$ cat src/rtl/rom_arbiter.sv
// -----------------------------------------------------------------------------
// rom_arbiter
//
// Two-requester controller in front of the single-port, word-wide firmware
// memory. Port 0 is the CPU native memory port, port 1 the firmware
// loader/debug port. Requests are arbitrated round-robin and sequenced into
// the memory's one-cycle-latency read and word write. Byte-strobed partial
// writes are turned into read-modify-write because the memory only has a
// word write enable.
//
// Handshake (both ports): the requester raises mX_valid with addr/wdata/wstrb
// stable and holds them until mX_ready. mX_ready is a one-cycle completion
// pulse. For reads, mX_rdata is already valid in the ready cycle and is held
// until the next read completes on that same port. Requests are sampled only
// when the controller is idle. Once granted, a transaction always runs to
// completion even if valid drops, unless reset aborts it.
//
// Ports:
//   clk, reset              clock, asynchronous active-high reset
//   m0_* / m1_*             requester ports (valid, addr, wdata, wstrb in;
//                           ready, rdata out). wstrb == 0 means read.
//   mem_wen/addr/wdata      memory write enable, word address, write data
//   mem_rdata               memory read data, valid the cycle after mem_addr
//   grant                   one-hot owner of the current transaction, 0 idle
//   dbg_state               current FSM state, for checkers and debug
// -----------------------------------------------------------------------------
module rom_arbiter #(
    parameter int ADDR_W = 8
) (
    input  logic              clk,
    input  logic              reset,

    input  logic              m0_valid,
    input  logic [31:0]       m0_addr,
    input  logic [31:0]       m0_wdata,
    input  logic [3:0]        m0_wstrb,
    output logic              m0_ready,
    output logic [31:0]       m0_rdata,

    input  logic              m1_valid,
    input  logic [31:0]       m1_addr,
    input  logic [31:0]       m1_wdata,
    input  logic [3:0]        m1_wstrb,
    output logic              m1_ready,
    output logic [31:0]       m1_rdata,

    output logic              mem_wen,
    output logic [ADDR_W-1:0] mem_addr,
    output logic [31:0]       mem_wdata,
    input  logic [31:0]       mem_rdata,

    output logic [1:0]        grant,
    output logic [2:0]        dbg_state
);

    typedef enum logic [2:0] {
        S_IDLE = 3'd0,
        S_RD   = 3'd1,
        S_DATA = 3'd2,
        S_WR   = 3'd3,
        S_ACK  = 3'd4
    } state_t;

    state_t      state;
    logic        last_port;   // port granted most recently (1 = port 1)
    logic [31:0] wdata_q;
    logic [3:0]  wstrb_q;

    // -------------------------------------------------------------------------
    // Arbitration: a lone requester wins; on a tie the port that was not
    // granted last wins. Only consulted in IDLE.
    // -------------------------------------------------------------------------
    logic        win1;
    logic [31:0] win_addr;
    logic [31:0] win_wdata;
    logic [3:0]  win_wstrb;

    always_comb begin
        if (m0_valid && m1_valid) begin
            win1 = ~last_port;
        end else begin
            win1 = m1_valid;
        end
        win_addr  = win1 ? m1_addr  : m0_addr;
        win_wdata = win1 ? m1_wdata : m0_wdata;
        win_wstrb = win1 ? m1_wstrb : m0_wstrb;
    end

    // Byte offset and bits above the memory range are ignored on purpose:
    // out-of-range addresses alias onto the memory.
    logic unused_addr_bits;
    assign unused_addr_bits = ^{win_addr[31:ADDR_W+2], win_addr[1:0]};

    // -------------------------------------------------------------------------
    // Read-modify-write merge: strobed bytes from the request, the rest from
    // the word read back in the DATA cycle.
    // -------------------------------------------------------------------------
    logic [31:0] merged;

    always_comb begin
        merged = mem_rdata;
        for (int i = 0; i < 4; i++) begin
            if (wstrb_q[i]) begin
                merged[8*i +: 8] = wdata_q[8*i +: 8];
            end
        end
    end

    // -------------------------------------------------------------------------
    // Sequencer. All outputs are registered here.
    // -------------------------------------------------------------------------
    always_ff @(posedge clk or posedge reset) begin
        if (reset) begin
            state     <= S_IDLE;
            last_port <= 1'b1;     // port 0 wins the first tie after reset
            grant     <= 2'b00;
            mem_wen   <= 1'b0;
            mem_addr  <= '0;
            mem_wdata <= '0;
            wdata_q   <= '0;
            wstrb_q   <= '0;
            m0_ready  <= 1'b0;
            m1_ready  <= 1'b0;
            m0_rdata  <= '0;
            m1_rdata  <= '0;
        end else begin
            case (state)
                S_IDLE: begin
                    if (m0_valid || m1_valid) begin
                        grant     <= win1 ? 2'b10 : 2'b01;
                        last_port <= win1;
                        mem_addr  <= win_addr[ADDR_W+1:2];
                        wdata_q   <= win_wdata;
                        wstrb_q   <= win_wstrb;
                        if (win_wstrb == 4'hF) begin
                            // Full-word write needs no read; raise the write
                            // enable so it is high throughout WR.
                            mem_wdata <= win_wdata;
                            mem_wen   <= 1'b1;
                            state     <= S_WR;
                        end else begin
                            state <= S_RD;
                        end
                    end
                end

                S_RD: begin
                    // Memory samples mem_addr at the end of this cycle.
                    state <= S_DATA;
                end

                S_DATA: begin
                    if (wstrb_q == 4'h0) begin
                        if (grant[1]) begin
                            m1_rdata <= mem_rdata;
                        end else begin
                            m0_rdata <= mem_rdata;
                        end
                        m0_ready <= grant[0];
                        m1_ready <= grant[1];
                        state    <= S_ACK;
                    end else begin
                        mem_wdata <= merged;
                        mem_wen   <= 1'b1;
                        state     <= S_WR;
                    end
                end

                S_WR: begin
                    mem_wen  <= 1'b0;
                    m0_ready <= grant[0];
                    m1_ready <= grant[1];
                    state    <= S_ACK;
                end

                S_ACK: begin
                    m0_ready <= 1'b0;
                    m1_ready <= 1'b0;
                    grant    <= 2'b00;
                    state    <= S_IDLE;
                end

                default: begin
                    state <= S_IDLE;
                end
            endcase
        end
    end

    assign dbg_state = state;

endmodule
$ cat config.mk
export PLATFORM = sky130hd
export DESIGN_NAME = rom_arbiter
export DESIGN_NICKNAME = d
export VERILOG_FILES = /design/src/rtl/rom_arbiter.sv
export SDC_FILE = /design/constraint.sdc
export NUM_CORES = 1
export LEC_CHECK = 0
export ABC_AREA = 1
export CORE_ASPECT_RATIO = 1.5
export CORE_MARGIN = 5
export CORE_UTILIZATION = 44
export DETAILED_ROUTE_END_ITERATION = 12
export GPL_TIMING_DRIVEN = 0
export PLACE_DENSITY = 0.93
export SLEW_MARGIN = 20
export SYNTH_ARGS = -nofsm -noshare
export SYNTH_HDL_FRONTEND = slang
export SYNTH_SLANG_ARGS = --single-unit
$ cat constraint.sdc
create_clock -name clk -period 8.14 [get_ports clk]
set_clock_uncertainty 0.1 [all_clocks]
set_input_delay 2.442 -clock clk [delete_from_list [all_inputs] [get_ports clk]]
set_output_delay 2.442 -clock clk [all_outputs]
set_load 0.02 [all_outputs]
Word level (Yosys, flattened, before mapping)
Index checks and enable logic that the tools add are counted.
Storage, ports and cells
  bits in latches: 0
  flip-flop bits (word level): 149
  memories: 0
  memory bits (writable): 0
  logic and storage cells: 65
  output and inout port bits: 112
  bits of input ports: 172
  bits in read-only memories: 0
Operators by class
  mux-type cells: 27
  $mul: 0
  order comparisons: 0
  eq/ne operators: 9
  shifts and indexed selects: 0
  div/mod/pow operators: 0
  add/sub/neg operators: 0
  bitwise operators: 2
  reduce and logical (&&, ||, !) cells: 15
Operator list (count)
  $mux 32: 4
  $pmux 32 s2: 1
  $mux 8: 4
  $pmux 3 s4: 1
  $mux 10: 1
  $pmux 1 s3: 3
  $ne 2x2->1 const B: 4
  $reduce_and 4->1: 2
  $eq 3x2->1 const B: 2
  $mux 1: 6
  $mux 2: 3
  $mux 3: 2
  $reduce_and 2->1: 3
  $reduce_and 3->1: 2
  $reduce_bool 3->1: 2
  $eq 4x4->1 const B: 1
  $logic_not 4->1: 1
  $mux 4: 1
  $pmux 2 s2: 1
  $reduce_bool 2->1: 2
  $eq 3x1->1 const B: 1
  $eq 3x3->1 const B: 1
  $logic_not 3->1: 1
  $not 1->1: 2
  other kinds (2): 2

Logic depth before layout (Yosys ltp)
Gate-level depths: netlist of run 1.
  depth in word-level cells: 7
  gate-level depth with buffers: 11
  mapped depth without buffers: 10

Least setup slack after synthesis of run 1
No wires, ideal clock.
  kind: input -> register
  start point: input port m0_valid
  end point: register mem_wdata[10]
  arrival: 3418 ps
  stages: 11
  setup time: 117 ps
  buffers on the path: 1
  slack: 4505 ps
  data required time: 7923 ps
  path through: nand2_1 nand2_2 nand2_1 nand2_1 nor2_1 nand2_1 nand2_4 nand3_4 buf_6 nand2_1 nand2_1
Between the ends
  longest elaborated chain between the ends: 6
  elaborated cells on any way between the ends: 12
  classes of those cells: eq/ne: 3; mux: 6; reduce/logical: 3
RTL lines
  from (decl): RTL line 33  | input logic m0_valid,
  $logic_and 1x1->1: RTL line 79  | if (m0_valid && m1_valid) begin
  $mux 1: RTL line 79
  $mux 4 / $mux 32 (equally long branches): RTL line 86, 85
  $eq 4x4->1 / $mux 32 (equally long branches): RTL line 135  | if (win_wstrb == 4'hF) begin
  $ne 2x2->1 (no line) / $mux 32 (equally long branches)
  $reduce_and 4->1 (no line) / $pmux 32 s2 (equally long branches)
  to (signal assigned): RTL line 138  | mem_wdata <= win_wdata;
  to (signal assigned): RTL line 163  | mem_wdata <= merged;
  to (decl): RTL line 49  | output logic [31:0] mem_wdata,
Several ways; a longest one is shown, not always the timed one. The select of a mux whose other input is x is not followed.
A chain may end at the register's enable or synchronous reset.

Final worst setup path of run 1
  start point: input port m1_valid
  end point: register mem_wdata[31]
Between the ends
  longest elaborated chain between the ends: 6
  elaborated cells on any way between the ends: 12
  classes of those cells: eq/ne: 3; mux: 6; reduce/logical: 3
RTL lines
  from (decl): RTL line 40  | input logic m1_valid,
  $logic_and 1x1->1: RTL line 79
  $mux 1: RTL line 79
  $mux 4 / $mux 32 (equally long branches): RTL line 86, 85
  $eq 4x4->1 / $mux 32 (equally long branches): RTL line 135
  $ne 2x2->1 (no line) / $mux 32 (equally long branches)
  $reduce_and 4->1 (no line) / $pmux 32 s2 (equally long branches)
Several ways; a longest one is shown, not always the timed one. The select of a mux whose other input is x is not followed.

==> results of run 1 <==
==> through the flow <==
step	worst slack (ps)	util (%)	cells	power [uW]
2_1_floorplan	1590	-	861	2580
3_3_place_gp	-343	61.3	1299	3500
3_5_place_dp	3510	61.6	1300	3590
4_1_cts	3930	65.6	1332	4440
5_1_grt	3770	65.6	1332	4700
6_report	3900	65.6	1332	4440
==> routing by layer <==
layer | wire length, um | global-route usage (%) | vias up
met5 | 0 | 0 | -
met4 | 1030 | 13.3 | 0
met3 | 1720 | 5.97 | 69
met2 | 12800 | 46.5 | 337
met1 | 8590 | 28.2 | 3335
li1 | - | - | 3290
==> Yosys cell counts <==
cell type	instances	share of area, %
nand3_1	4	0.29
nand2_1	291	16
nand3_4	1	0.25
nand3b_1	3	0.32
a21oi_1	3	0.22
inv_1	74	4.0
nor2_1	16	0.87
nor3_4	1	0.23
clkbuf_2	1	0.072
clkbuf_1	11	0.60
buf_2	38	2.7
buf_4	2	0.22
a31o_2	1	0.13
nor2_4	1	0.16
o21ai_1	79	5.7
nand2_2	7	0.63
nand2_4	2	0.32
nor2_2	1	0.090
o21ai_0	136	9.8
inv_2	3	0.16
dfstp_2	1	0.38
dfrtp_1	148	53
buf_6	4	0.65
nand4_1	32	2.9
and2_1	1	0.090
==> power groups by stage <==
stage               logic, uW  registers (uW)  clock network (uW)
global route             2470            1370                 869
global placement         2190            1310                   0
CTS                      2280            1320                 839
detailed placement       2260            1330                   0
floorplan                 944            1640                   0
finish                   2280            1330                 836
==> state kept, by name, indices dropped and copies added, names as in the netlist <==
signal     count
m0_rdata      32
m1_rdata      32
mem_wdata     32
wdata_q       32
mem_addr       8
wstrb_q        4
dbg_state      3
grant          2
last_port      1
m0_ready       1
m1_ready       1
mem_wen        1
==> cell families after synthesis <==
| kind of cell | Yosys count | share of synthesized area, % |
|---|---|---|
| flops | 149 | 53.8 |
| buf+inv | 133 | 8.44 |
| simple gates | 360 | 21.9 |
| compound gates | 219 | 15.9 |
==> layout make-up <==
type | count | area [um^2]
inverters | 77 | 297
fillers | 1233 | 5360
clock buffers | 20 | 447
multi-input cells | 579 | 2620
well taps | 203 | 254
flip-flops and latches | 149 | 3730
plain buffers | 56 | 297
clock inverters | 12 | 178
repair buffers | 236 | 2380
==> path summary, 6_finish.rpt <==
kind / endpoint / slack, ps / depth (start not counted)
min: mem_wdata[10]$_DFFE_PP0P_ / 370 / 2
max reg2reg: mem_wdata[7]$_DFFE_PP0P_ / 5890 / 7
min reg2reg: mem_wdata[10]$_DFFE_PP0P_ / 370 / 2
min in group asynchronous: m0_rdata[11]$_DFFE_PP0P_ / 2320 / 2
max in group asynchronous: last_port$_DFFE_PP1P_ / 4770 / 3
max: mem_wdata[31]$_DFFE_PP0P_ / 3900 / 8
==> worst max-delay path, delay by kind of cell <==
kind	cells	cell delay [ps]
AOI/OAI and AO/OA	2	620
and+or+nand+nor	3	340
buffers and inverters	3	1030
==> results.md, run 1 <==
* # DRC at 0
* Yosys warns at 0
* Slew margin rel. at 59.3%
* Status: finished clean
* Worst r2r src: last_port$_DFFE_PP1P_
* I/O pin count at 284
* CP Capture Type: flop
* Most frequent cells in the layout: 291 x nand2_1, 235 x clkdlybuf4s50_1, 148 x dfrtp_1, 136 x o21ai_0, 79 x o21ai_1
* Vias in the first global route at 7332
* Layout area overhead at 47.1%
* CP max stage cell: clkdlybuf4s50_1
* H-tree depth at 4
* Avg Cell Area, Syn at 8.05 um^2
* RD Place Congestion at 0.877
* Clock Pin Slew Worst Setup and Hold Paths at 60 ps
* Synth unique cells at 25
* Final Hold Vio Count at 0
* Fin Setup TNS at 0 ps
* Final non-filler cell area at 0.0102 mm^2
* P_sw at 1880 uW
* Nets at 1288
* CTS tree: built
* Sequential power share at 29.9%
* Crit path launch type: input pin
* Register area share after synthesis at 53.8%
* Total CTS buffers at 17
* Setup Viol. Count Final at 0
* Cell row count at 56
* Crit path kind: input pin to flop
* IO buf count at 235
* Cts repair resizes at 0
* Total routed wirelength at 24100 um
* Antenna viol nets, final at 0
* DR vias at 7031
* Hold Startpoint: mem_wdata[10]$_DFFE_PP0P_
* Commonest non-fill, non-tap cell in the layout: nand2_1
* Synthesis-stage register bit count at 149
* Critical path launch point: m1_valid
* RSZ-0062 raised after global routing: no
* Clock Power Share at 18.8%
* Pwr per Cell Area at 436 mW/mm^2
* Syn nets at 1033
* Switching Share at 42.3%
* Die height at 164 um
* Peak fanout along the critical path at 10
* Final critical path time including I/O delays and setup at 4240 ps
* Final Cycle Share at 52.1%
* Via density at 5.28
* Leakage at 0.00484 uW
* Number of max-cap violations at 0
* Die ar. at 0.0184 mm^2
* Gate power share at 51.3%
* Crit path cell chain: clkdlybuf4s50_1 > nand2_2 > buf_4 > buf_2 > o21ai_0 > o21ai_0 > nand4_1 > nand2_1
* DR iter-0 viols at 585
* Wire per inst at 18.1 um
* WP data required at 8340 ps
* Pint at 2570 uW
* Post-DP Area at 0.00958 mm^2
* First-pass GRT wire length at 37400 um
* Clk_lat worst skew at 420 ps
* Share of cells above drive strength 1 at 8.41%
* Ant. Diodes at 0
* Worst slew pin tran at 611 ps
* Total gr overflow at 0
* Root buf cell: clkbuf_16
* Starting density of the core at 44.6%
* Hold Path Class: flop to flop
* Largest net degree at the start of global routing at 104
* Clock Tree Buf Depth at 2
* Final Max Slew Viols at 0
* Cts-stage hold buffer count at 0
* Max incr delay on CP at 580 ps
* Syn Std Cell Area at 0.00693 mm^2
* VDD IR max at 0.267 mV
* Tot GR Track Use at 25.8%
* # clock sinks at 149
* Die width at 113 um
* Most numerous cell on the critical path: o21ai_0
* Detailed placement HPWL at 17900 um
* Initial antenna violation count at 0
* Core box area at 0.0156 mm^2
* Cells after Synth at 861
* WHS at 374 ps
* Worst Path Arrival at 4440 ps
* Max Clk Rate at 236 MHz
* Drt pass-1 iters at 7
* Setup Fix Bufs, Post-CTS at 0
Power figures use the tool's default switching activity.
==> inputs of run 2 (changes only) <==
- clock period: 8.14 -> 4.3 ns (I/O delays scaled with it)
==> run 2 against run 1 <==
Effect of this change:
- worst setup slack worse by 2800 ps
- worst hold slack worse by 4.9 ps
- die area unchanged
- largest cell class unchanged
- first-iteration DRC count up 9.6%
- flip-flop and latch count unchanged
- combinational power up 89%
==> results.md, run 2 (synthesis gave the netlist of run 1 again) <==
* Final non-filler cell area at 0.0102 mm^2
* H-tree depth at 4
* Die width at 113 um
* Share of cells above drive strength 1 at 8.66%
* Worst r2r src: last_port$_DFFE_PP1P_
* Cell row count at 56
* Nets at 1291
* IO buf count at 235
* Final Max Slew Viols at 0
* Hold Path Class: flop to flop
* Worst Path Arrival at 3470 ps
* Overall power at 8280 uW
* Number of max-cap violations at 0
* # DRC at 0
* Vias in the first global route at 7161
* Final critical path time including I/O delays and setup at 3220 ps
* Clock Pin Slew Worst Setup and Hold Paths at 70 ps
* CP Capture Type: flop
* RSZ-0062 raised after global routing: no
* Cts-stage hold buffer count at 0
* First-pass GRT wire length at 37000 um
* Final Cycle Share at 74.8%
* Fin Setup TNS at 0 ps
* Hold Startpoint: mem_wdata[4]$_DFFE_PP0P_
* Highest routed layer: met4
* I/O pin count at 284
* Die height at 164 um
* Pwr per Cell Area at 812 mW/mm^2
* Cts repair resizes at 0
* Clk_lat worst skew at 410 ps
* Status: finished clean
* Met3 routed WL at 1470 um
* Total routed wirelength at 23900 um
* RD Place Congestion at 0.858
* WHS at 369 ps
* Initial antenna violation count at 1
* Setup Viol. Count Final at 0
* Worst slew pin tran at 685 ps
* Post-DP Area at 0.00962 mm^2
* Via density at 5.24
* CTS tree: built
* Commonest non-fill, non-tap cell in the layout: nand2_1
* Crit path launch type: input pin
* WP data required at 4550 ps
* Antenna viol nets, final at 0
* DR iter-0 viols at 641
* Wire per inst at 17.9 um
* Total CTS buffers at 17
* Most frequent cells in the layout: 291 x nand2_1, 235 x clkdlybuf4s50_1, 148 x dfrtp_1, 136 x o21ai_0, 79 x o21ai_1
* Total gr overflow at 0
* WL met2 at 12700 um
* # clock sinks at 149
* Max Clk Rate at 311 MHz
* Die ar. at 0.0184 mm^2
* VDD IR max at 0.415 mV
* Slew margin rel. at 54.4%
* Detailed placement HPWL at 18200 um
* Starting density of the core at 44.6%
* Leakage at 0.00482 uW
* Met1 Routed Length at 8740 um
* Setup Fix Bufs, Post-CTS at 0
* Final Hold Vio Count at 0
* Crit path kind: input pin to flop
* DR vias at 7002
* Peak fanout along the critical path at 10
* Tot GR Track Use at 25.6%
* Post-layout util at 65.6%
* Root buf cell: clkbuf_16
* Largest net degree at the start of global routing at 36
* Layout area overhead at 47.2%
* Clock Tree Buf Depth at 2
* Drt pass-1 iters at 5
* Critical path launch point: m0_valid
* Core box area at 0.0156 mm^2
run 2: cell types whose count changed in the layout (fill, tap and decap cells not counted), sizes merged:
cell / delta
diode: +1
clkbuf: -1
clkinvlp: +6
clkinv: -5
bufinv: -2
buf: +3
inv: +2
run 2: layout make-up:
class                   instances  area [um^2]
clock buffers                  19          433
repair buffers                239         2430
well taps                     203          254
inverters                      77          293
flip-flops and latches        149         3730
diodes                          1         2.50
fillers                      1204         5350
multi-input cells             579         2620
clock inverters                13          149
plain buffers                  56          297
run 2: power breakdown:
part           switching (uW)  leakage [uW]  internal, uW
Combinational            2540       0.00283          1750
Clock                     616      0.000263           863
Sequential                389       0.00173          2120
run 2: path summary, 6_finish.rpt:
check	slack, ps	cells past startpoint	to
max	1080	8	mem_wdata[23]$_DFFE_PP0P_
min	370	2	mem_wdata[4]$_DFFE_PP0P_
max reg2reg	1900	7	mem_wdata[23]$_DFFE_PP0P_
min reg2reg	370	2	mem_wdata[4]$_DFFE_PP0P_
max in group asynchronous	2060	4	wdata_q[29]$_DFFE_PP0P_
min in group asynchronous	1200	2	m0_rdata[11]$_DFFE_PP0P_
run 2: critical path, cell delays in order:
cell and delay, ps:
clkdlybuf4s50_1 470, nand2_1 140, nand2_2 170, clkbuf_1 550, o21ai_0 290, o21ai_0 330, nand4_1 140, nand2_1 80
run 2: per-stage QoR:
stage / instances / setup WS, ps
floorplan: 861 / 1040
global placement: 1299 / -218
detailed placement: 1303 / 711
CTS: 1335 / 1120
global route: 1336 / 981
finish: 1336 / 1080
run 2: routing by layer:
| layer | global-route usage, % | vias to the layer above |
|---|---|---|
| li1 | - | 3295 |
| met1 | 28.6 | 3333 |
| met2 | 46.1 | 312 |
| met3 | 5.38 | 62 |
| met4 | 12.7 | 0 |
| met5 | 0 | - |
